--- src/rtl/ks_adder_pipe.sv ---
// Pipelined Kogge-Stone adder/subtractor with valid/ready handshakes.
// Prefix levels are grouped PIPE_EVERY at a time between register stages.
module ks_adder_pipe #(
    parameter int WIDTH      = 32,
    parameter int PIPE_EVERY = 1,
    parameter int TAG_W      = 4
) (
    input  logic             clk,
    input  logic             rst,
    input  logic             in_valid,
    output logic             in_ready,
    input  logic [WIDTH-1:0] in_a,
    input  logic [WIDTH-1:0] in_b,
    input  logic             in_cin,
    input  logic             in_sub,
    input  logic [TAG_W-1:0] in_tag,
    output logic             out_valid,
    input  logic             out_ready,
    output logic [WIDTH-1:0] out_sum,
    output logic             out_cout,
    output logic             out_ovf,
    output logic             out_zero,
    output logic [TAG_W-1:0] out_tag
);
    localparam int LL = $clog2(WIDTH);
    localparam int NG = (LL + PIPE_EVERY - 1) / PIPE_EVERY;

    // Prefix vectors: index 0 is position -1 (carry-in), index i is bit i-1.
    // Shifting in zeros is safe: once a span reaches index 0 the group
    // propagate is 0 anyway because position -1 never propagates.
    function automatic logic [WIDTH-1:0] ks_g(input logic [WIDTH-1:0] g,
                                              input logic [WIDTH-1:0] p,
                                              input int lo, input int hi);
        logic [WIDTH-1:0] gt, pt;
        gt = g;
        pt = p;
        for (int k = 0; k < LL; k++) begin
            if (k >= lo && k < hi) begin
                gt = gt | (pt & (gt << (1 << k)));
                pt = pt & (pt << (1 << k));
            end
        end
        return gt;
    endfunction

    function automatic logic [WIDTH-1:0] ks_p(input logic [WIDTH-1:0] p,
                                              input int lo, input int hi);
        logic [WIDTH-1:0] pt;
        pt = p;
        for (int k = 0; k < LL; k++) begin
            if (k >= lo && k < hi) pt = pt & (pt << (1 << k));
        end
        return pt;
    endfunction

    logic [NG:0]              vld_q, vld_d, load;
    logic [NG-1:0][WIDTH-1:0] gg_q, gg_d, pp_q, pp_d, p_q, p_d;
    logic [NG-1:0]            gmsb_q, gmsb_d, sub_q, sub_d;
    logic [NG-1:0][TAG_W-1:0] tag_q, tag_d;
    logic [WIDTH-1:0]         sum_q, sum_d;
    logic                     cout_q, cout_d, ovf_q, ovf_d, zero_q, zero_d;
    logic [TAG_W-1:0]         otag_q, otag_d;

    logic [WIDTH-1:0] b_x, g_in, p_in, g_fin, sum_fin;
    logic             c0, c_msb, c_out;

    // A stage may load when it, or every stage after it, can move on.
    for (genvar s = 0; s <= NG; s++) begin : g_load
        assign load[s] = out_ready || !(&vld_q[NG:s]);
    end

    assign in_ready = load[0] && !rst;

    always_comb begin
        vld_d  = vld_q;
        gg_d   = gg_q;
        pp_d   = pp_q;
        p_d    = p_q;
        gmsb_d = gmsb_q;
        sub_d  = sub_q;
        tag_d  = tag_q;
        sum_d  = sum_q;
        cout_d = cout_q;
        ovf_d  = ovf_q;
        zero_d = zero_q;
        otag_d = otag_q;

        b_x  = in_b ^ {WIDTH{in_sub}};
        c0   = in_cin ^ in_sub;
        g_in = in_a & b_x;
        p_in = in_a ^ b_x;

        if (load[0]) begin
            vld_d[0] = in_valid;
            if (in_valid) begin
                gg_d[0]   = {g_in[WIDTH-2:0], c0};
                pp_d[0]   = {p_in[WIDTH-2:0], 1'b0};
                p_d[0]    = p_in;
                gmsb_d[0] = g_in[WIDTH-1];
                sub_d[0]  = in_sub;
                tag_d[0]  = in_tag;
            end
        end

        for (int s = 1; s < NG; s++) begin
            if (load[s]) begin
                vld_d[s] = vld_q[s-1];
                if (vld_q[s-1]) begin
                    gg_d[s]   = ks_g(gg_q[s-1], pp_q[s-1], (s-1)*PIPE_EVERY, s*PIPE_EVERY);
                    pp_d[s]   = ks_p(pp_q[s-1], (s-1)*PIPE_EVERY, s*PIPE_EVERY);
                    p_d[s]    = p_q[s-1];
                    gmsb_d[s] = gmsb_q[s-1];
                    sub_d[s]  = sub_q[s-1];
                    tag_d[s]  = tag_q[s-1];
                end
            end
        end

        // Last group of levels; g_fin[i] is the carry into bit i.
        g_fin   = ks_g(gg_q[NG-1], pp_q[NG-1], (NG-1)*PIPE_EVERY, NG*PIPE_EVERY);
        sum_fin = p_q[NG-1] ^ g_fin;
        c_msb   = g_fin[WIDTH-1];
        c_out   = gmsb_q[NG-1] | (p_q[NG-1][WIDTH-1] & c_msb);

        if (load[NG]) begin
            vld_d[NG] = vld_q[NG-1];
            if (vld_q[NG-1]) begin
                sum_d  = sum_fin;
                cout_d = c_out ^ sub_q[NG-1];
                ovf_d  = c_msb ^ c_out;
                zero_d = ~|sum_fin;
                otag_d = tag_q[NG-1];
            end
        end
    end

    always_ff @(posedge clk) begin
        if (rst) begin
            vld_q  <= '0;
            gg_q   <= '0;
            pp_q   <= '0;
            p_q    <= '0;
            gmsb_q <= '0;
            sub_q  <= '0;
            tag_q  <= '0;
            sum_q  <= '0;
            cout_q <= 1'b0;
            ovf_q  <= 1'b0;
            zero_q <= 1'b0;
            otag_q <= '0;
        end else begin
            vld_q  <= vld_d;
            gg_q   <= gg_d;
            pp_q   <= pp_d;
            p_q    <= p_d;
            gmsb_q <= gmsb_d;
            sub_q  <= sub_d;
            tag_q  <= tag_d;
            sum_q  <= sum_d;
            cout_q <= cout_d;
            ovf_q  <= ovf_d;
            zero_q <= zero_d;
            otag_q <= otag_d;
        end
    end

    assign out_valid = vld_q[NG];
    assign out_sum   = sum_q;
    assign out_cout  = cout_q;
    assign out_ovf   = ovf_q;
    assign out_zero  = zero_q;
    assign out_tag   = otag_q;

endmodule

--- config.mk ---
export PLATFORM = sky130hd
export DESIGN_NAME = ks_adder_pipe
export DESIGN_NICKNAME = d
export VERILOG_FILES = /design/src/rtl/ks_adder_pipe.sv
export SDC_FILE = /design/constraint.sdc
export NUM_CORES = 1
export LEC_CHECK = 0
export ABC_AREA = 1
export CAP_MARGIN = 5
export CORE_ASPECT_RATIO = 1.2
export CORE_MARGIN = 1.5
export CORE_UTILIZATION = 59
export DETAILED_ROUTE_END_ITERATION = 7
export PLACE_DENSITY_LB_ADDON = 0.3
export SLEW_MARGIN = 20
export SYNTH_ARGS = -nofsm -noshare
export SYNTH_HDL_FRONTEND = slang
export SYNTH_SLANG_ARGS = --single-unit
--- constraint.sdc ---
create_clock -name clk -period 2.9 [get_ports clk]
set_clock_uncertainty 0.1 [all_clocks]
set_input_delay 0.87 -clock clk [delete_from_list [all_inputs] [get_ports clk]]
set_output_delay 0.87 -clock clk [all_outputs]
set_load 0.01 [all_outputs]
==> out/results.txt, run 1 <==
IO Pins - 115
Routability Congestion - 0.8485
Syn avg cell area - 7.855 sq um
Syn-to-layout area delta - 18.35%
Sequential Area - 0.009869 sq mm
GR Overflow Total - 0
Mapped Nets - 2504
Leading cell type in the layout, fill and taps excluded - dfxtp_1
Latest clock arrival within the worst-skew pair - 560 ps
Die ar. - 0.03300 sq mm
Endpoints failing hold - 0
Largest net degree at the start of global routing - 195
Fmax - 0.3515 GHz
Status - completed
Starting density of the core - 60.04%
Vias per cell - 5.711
Type of element launching the critical path - input port
TritonCTS Buffers - 45
Final Cell Area - 0.02228 sq mm
Initial antenna violation count - 0
Largest family of logic cells by synthesized area - compound AO/OA/AOI/OAI gates
Unrepaired setup endpoints after global routing - false
Final hold slack - 363.1 ps
Initial DRC count - 1650
Max-cap viol count - 0
Post-Layout Cell Count - 2909
Post-Synth Simple-Gate Area - 15.89%
Synth Warn # - 0
# placed instances - 2803
XOR/XNOR share of the synthesized area - 1.954%
PortBufs - 114
Fin Setup TNS - 0 ps
Global-route wire length before repair - 76.11 mm
HP Class - flop to flop
Most frequent cells in the layout - dfxtp_1, a21oi_1, nand2_1, o21ai_0, nor2_1
GRT Util Overall - 27.92%
Sequential area share after synthesis - 52.42%
Clock Sinks - 493
Detailed Route WL - 47.60 mm
Chip width - 166.1 microns
Worst Path Arrival - 3210 ps
Worst-path fanout max - 6
Row count - 71
Tot Pwr - 14.17 mW
Leakage power total - 8.503 nW
Share of layout cells above drive strength 1 - 6.619%
CTS tree - built
CTS Root Cell - clkbuf_16
Ant. Diodes - 0
Final worst slack - 54.71 ps
Mapped Area - 0.01883 sq mm
Core Box Area - 0.03136 sq mm
#FFs+latches synth - 493
Vias in the first global route - 15150
Max VDD drop - 0.4123 mV
Multi-input gate area - 0.007863 sq mm
Routed vias - 16610
Critical path class - input port to flop
Wirelength per Cell - 16.36 microns
Reg2reg path depth - 16
Slew HR - 30.83%
Drt first pass iters - 6
Worst slack, placed - -649.1 ps
PD cells - 635.8 mW/mm^2
Tcrit/Tclk final - 98.11%
Fin crit period - 2845 ps
DP Area - 0.02040 sq mm
Hold-critical path depth - 2
Syn Inst Count - 2397
Adder-cell share of the synthesized area - 2.193%
Max H-tree Level - 2
CP Capture Type - flop
Clk buf depth - 3
Worst-margin pin slew - 1038 ps
Mux cell area share after synthesis - 0%
HPWL after DPL - 30.61 mm
# setup viols final - 0
WP data required - 3260 ps
Distinct cells, synth - 23
Max-slew violations - 0
Util after Layout - 71.06%
Hold-fix buffers, CTS - 0
ANT nets after route - 0
Number of remaining DRC errors - 0
Nets - 2579
Fillers - 2445
Die H - 198.7 microns
Clock-pin slew on the worst setup and hold paths - 60 ps
Synth Area in Compound Gates - 21.10%
[power breakdown]
part	internal [mW]	switching, mW	total [mW]	leakage (nW)
Sequential	6.99	0.172	7.17	4.01
Clock	3.53	2.48	6.01	0.746
Combinational	0.409	0.582	0.991	3.75
Total	10.9	3.24	14.2	8.50
[final cells by class]
type / count / share of cell area, %
Multi-Input combinational cell: 1613 / 35.28
Clock buffer: 73 / 6.210
Clock inverter: 10 / 0.5783
Inverter: 132 / 2.252
Tap cell: 401 / 2.252
Timing Repair Buffer: 187 / 9.135
Sequential cell: 493 / 44.29
[registers in the layout (all words and copies together), names as in the netlist]
| name | count |
|---|---|
| gg_q | 160 |
| p_q | 160 |
| pp_q | 98 |
| out_sum | 32 |
| tag_q | 20 |
| vld_q | 6 |
| gmsb_q | 5 |
| sub_q | 5 |
| out_tag | 4 |
| out_cout | 1 |
| out_ovf | 1 |
| out_zero | 1 |
[kinds of logic after synthesis]
group | Yosys count
adders and majority gates | 33
DFF | 493
xor gates and xnor gates | 42
and+or+nand+nor | 750
AOI/OAI and AO/OA | 786
buffers and inverters | 293
[cell usage after synthesis]
cell type	instances	area, sq um
a21o_1	1	7.510
a21oi_1	425	2127
a31oi_1	29	181.4
buf_1	4	15.01
buf_2	58	290.3
buf_4	7	52.55
buf_6	2	22.52
clkbuf_1	90	337.8
clkinv_1	1	3.750
dfxtp_1	493	9869
ha_1	33	412.9
inv_1	125	469.2
inv_2	6	22.52
nand2_1	381	1430
nand2_2	4	25.02
nand2_4	1	11.26
nand3_1	125	625.6
nor2_1	238	893.4
nor2_2	1	6.260
o21ai_0	321	1607
o21ai_1	10	50.05
xnor2_1	4	35.03
xor2_1	38	332.8
[per-layer routing]
layer | global-route usage (%) | part of all wire, % | up-vias
met4 | 9.776 | 3.3 | 0
li1 | - | - | 8159
met1 | 37.40 | 43 | 7747
met5 | 0 | 0 | -
met3 | 3.422 | 6.0 | 98
met2 | 46.74 | 47 | 609
[what timing repair did]
action                     4_1_cts  5_1_grt
setup endpoints to repair        1       69
cloned                           0        9
resized for setup                9        9
pin swaps                        3        1
buffers inserted                14        1
[path summary, 6_finish.rpt]
path                            startpoint  slack (ps)        to
worst min register to register     p_q[44]         360   p_q[44]
worst max register to register    vld_q[5]         130  gg_q[25]
worst min-delay path               p_q[44]         360   p_q[44]
worst max-delay path             out_ready          50  gg_q[25]
[worst max-delay path: stages]
cell             delay (ps)
clkdlybuf4s15_1         200
inv_2                    90
nand3_4                  70
nor2_4                  120
nand2_4                  90
inv_2                    90
nand3_4                  70
buf_4                   140
buf_4                   120
buf_4                   130
buf_4                   120
buf_4                   120
buf_4                   120
buf_4                   190
nand2_8                 120
buf_12                  130
o21ai_0                 150
a21oi_1                 260
Note: power is estimated with default switching activity, not from simulation.
==> run 2: changes to the inputs <==
--- a/config.mk
+++ b/config.mk
@@ -12,7 +12,7 @@
 export CORE_UTILIZATION = 59
 export DETAILED_ROUTE_END_ITERATION = 7
 export PLACE_DENSITY_LB_ADDON = 0.3
-export SLEW_MARGIN = 20
+export SLEW_MARGIN = 15
 export SYNTH_ARGS = -nofsm -noshare
 export SYNTH_HDL_FRONTEND = slang
 export SYNTH_SLANG_ARGS = --single-unit
==> results of run 2 <==
Final layout, timing and power as in run 1 (identical DEF).
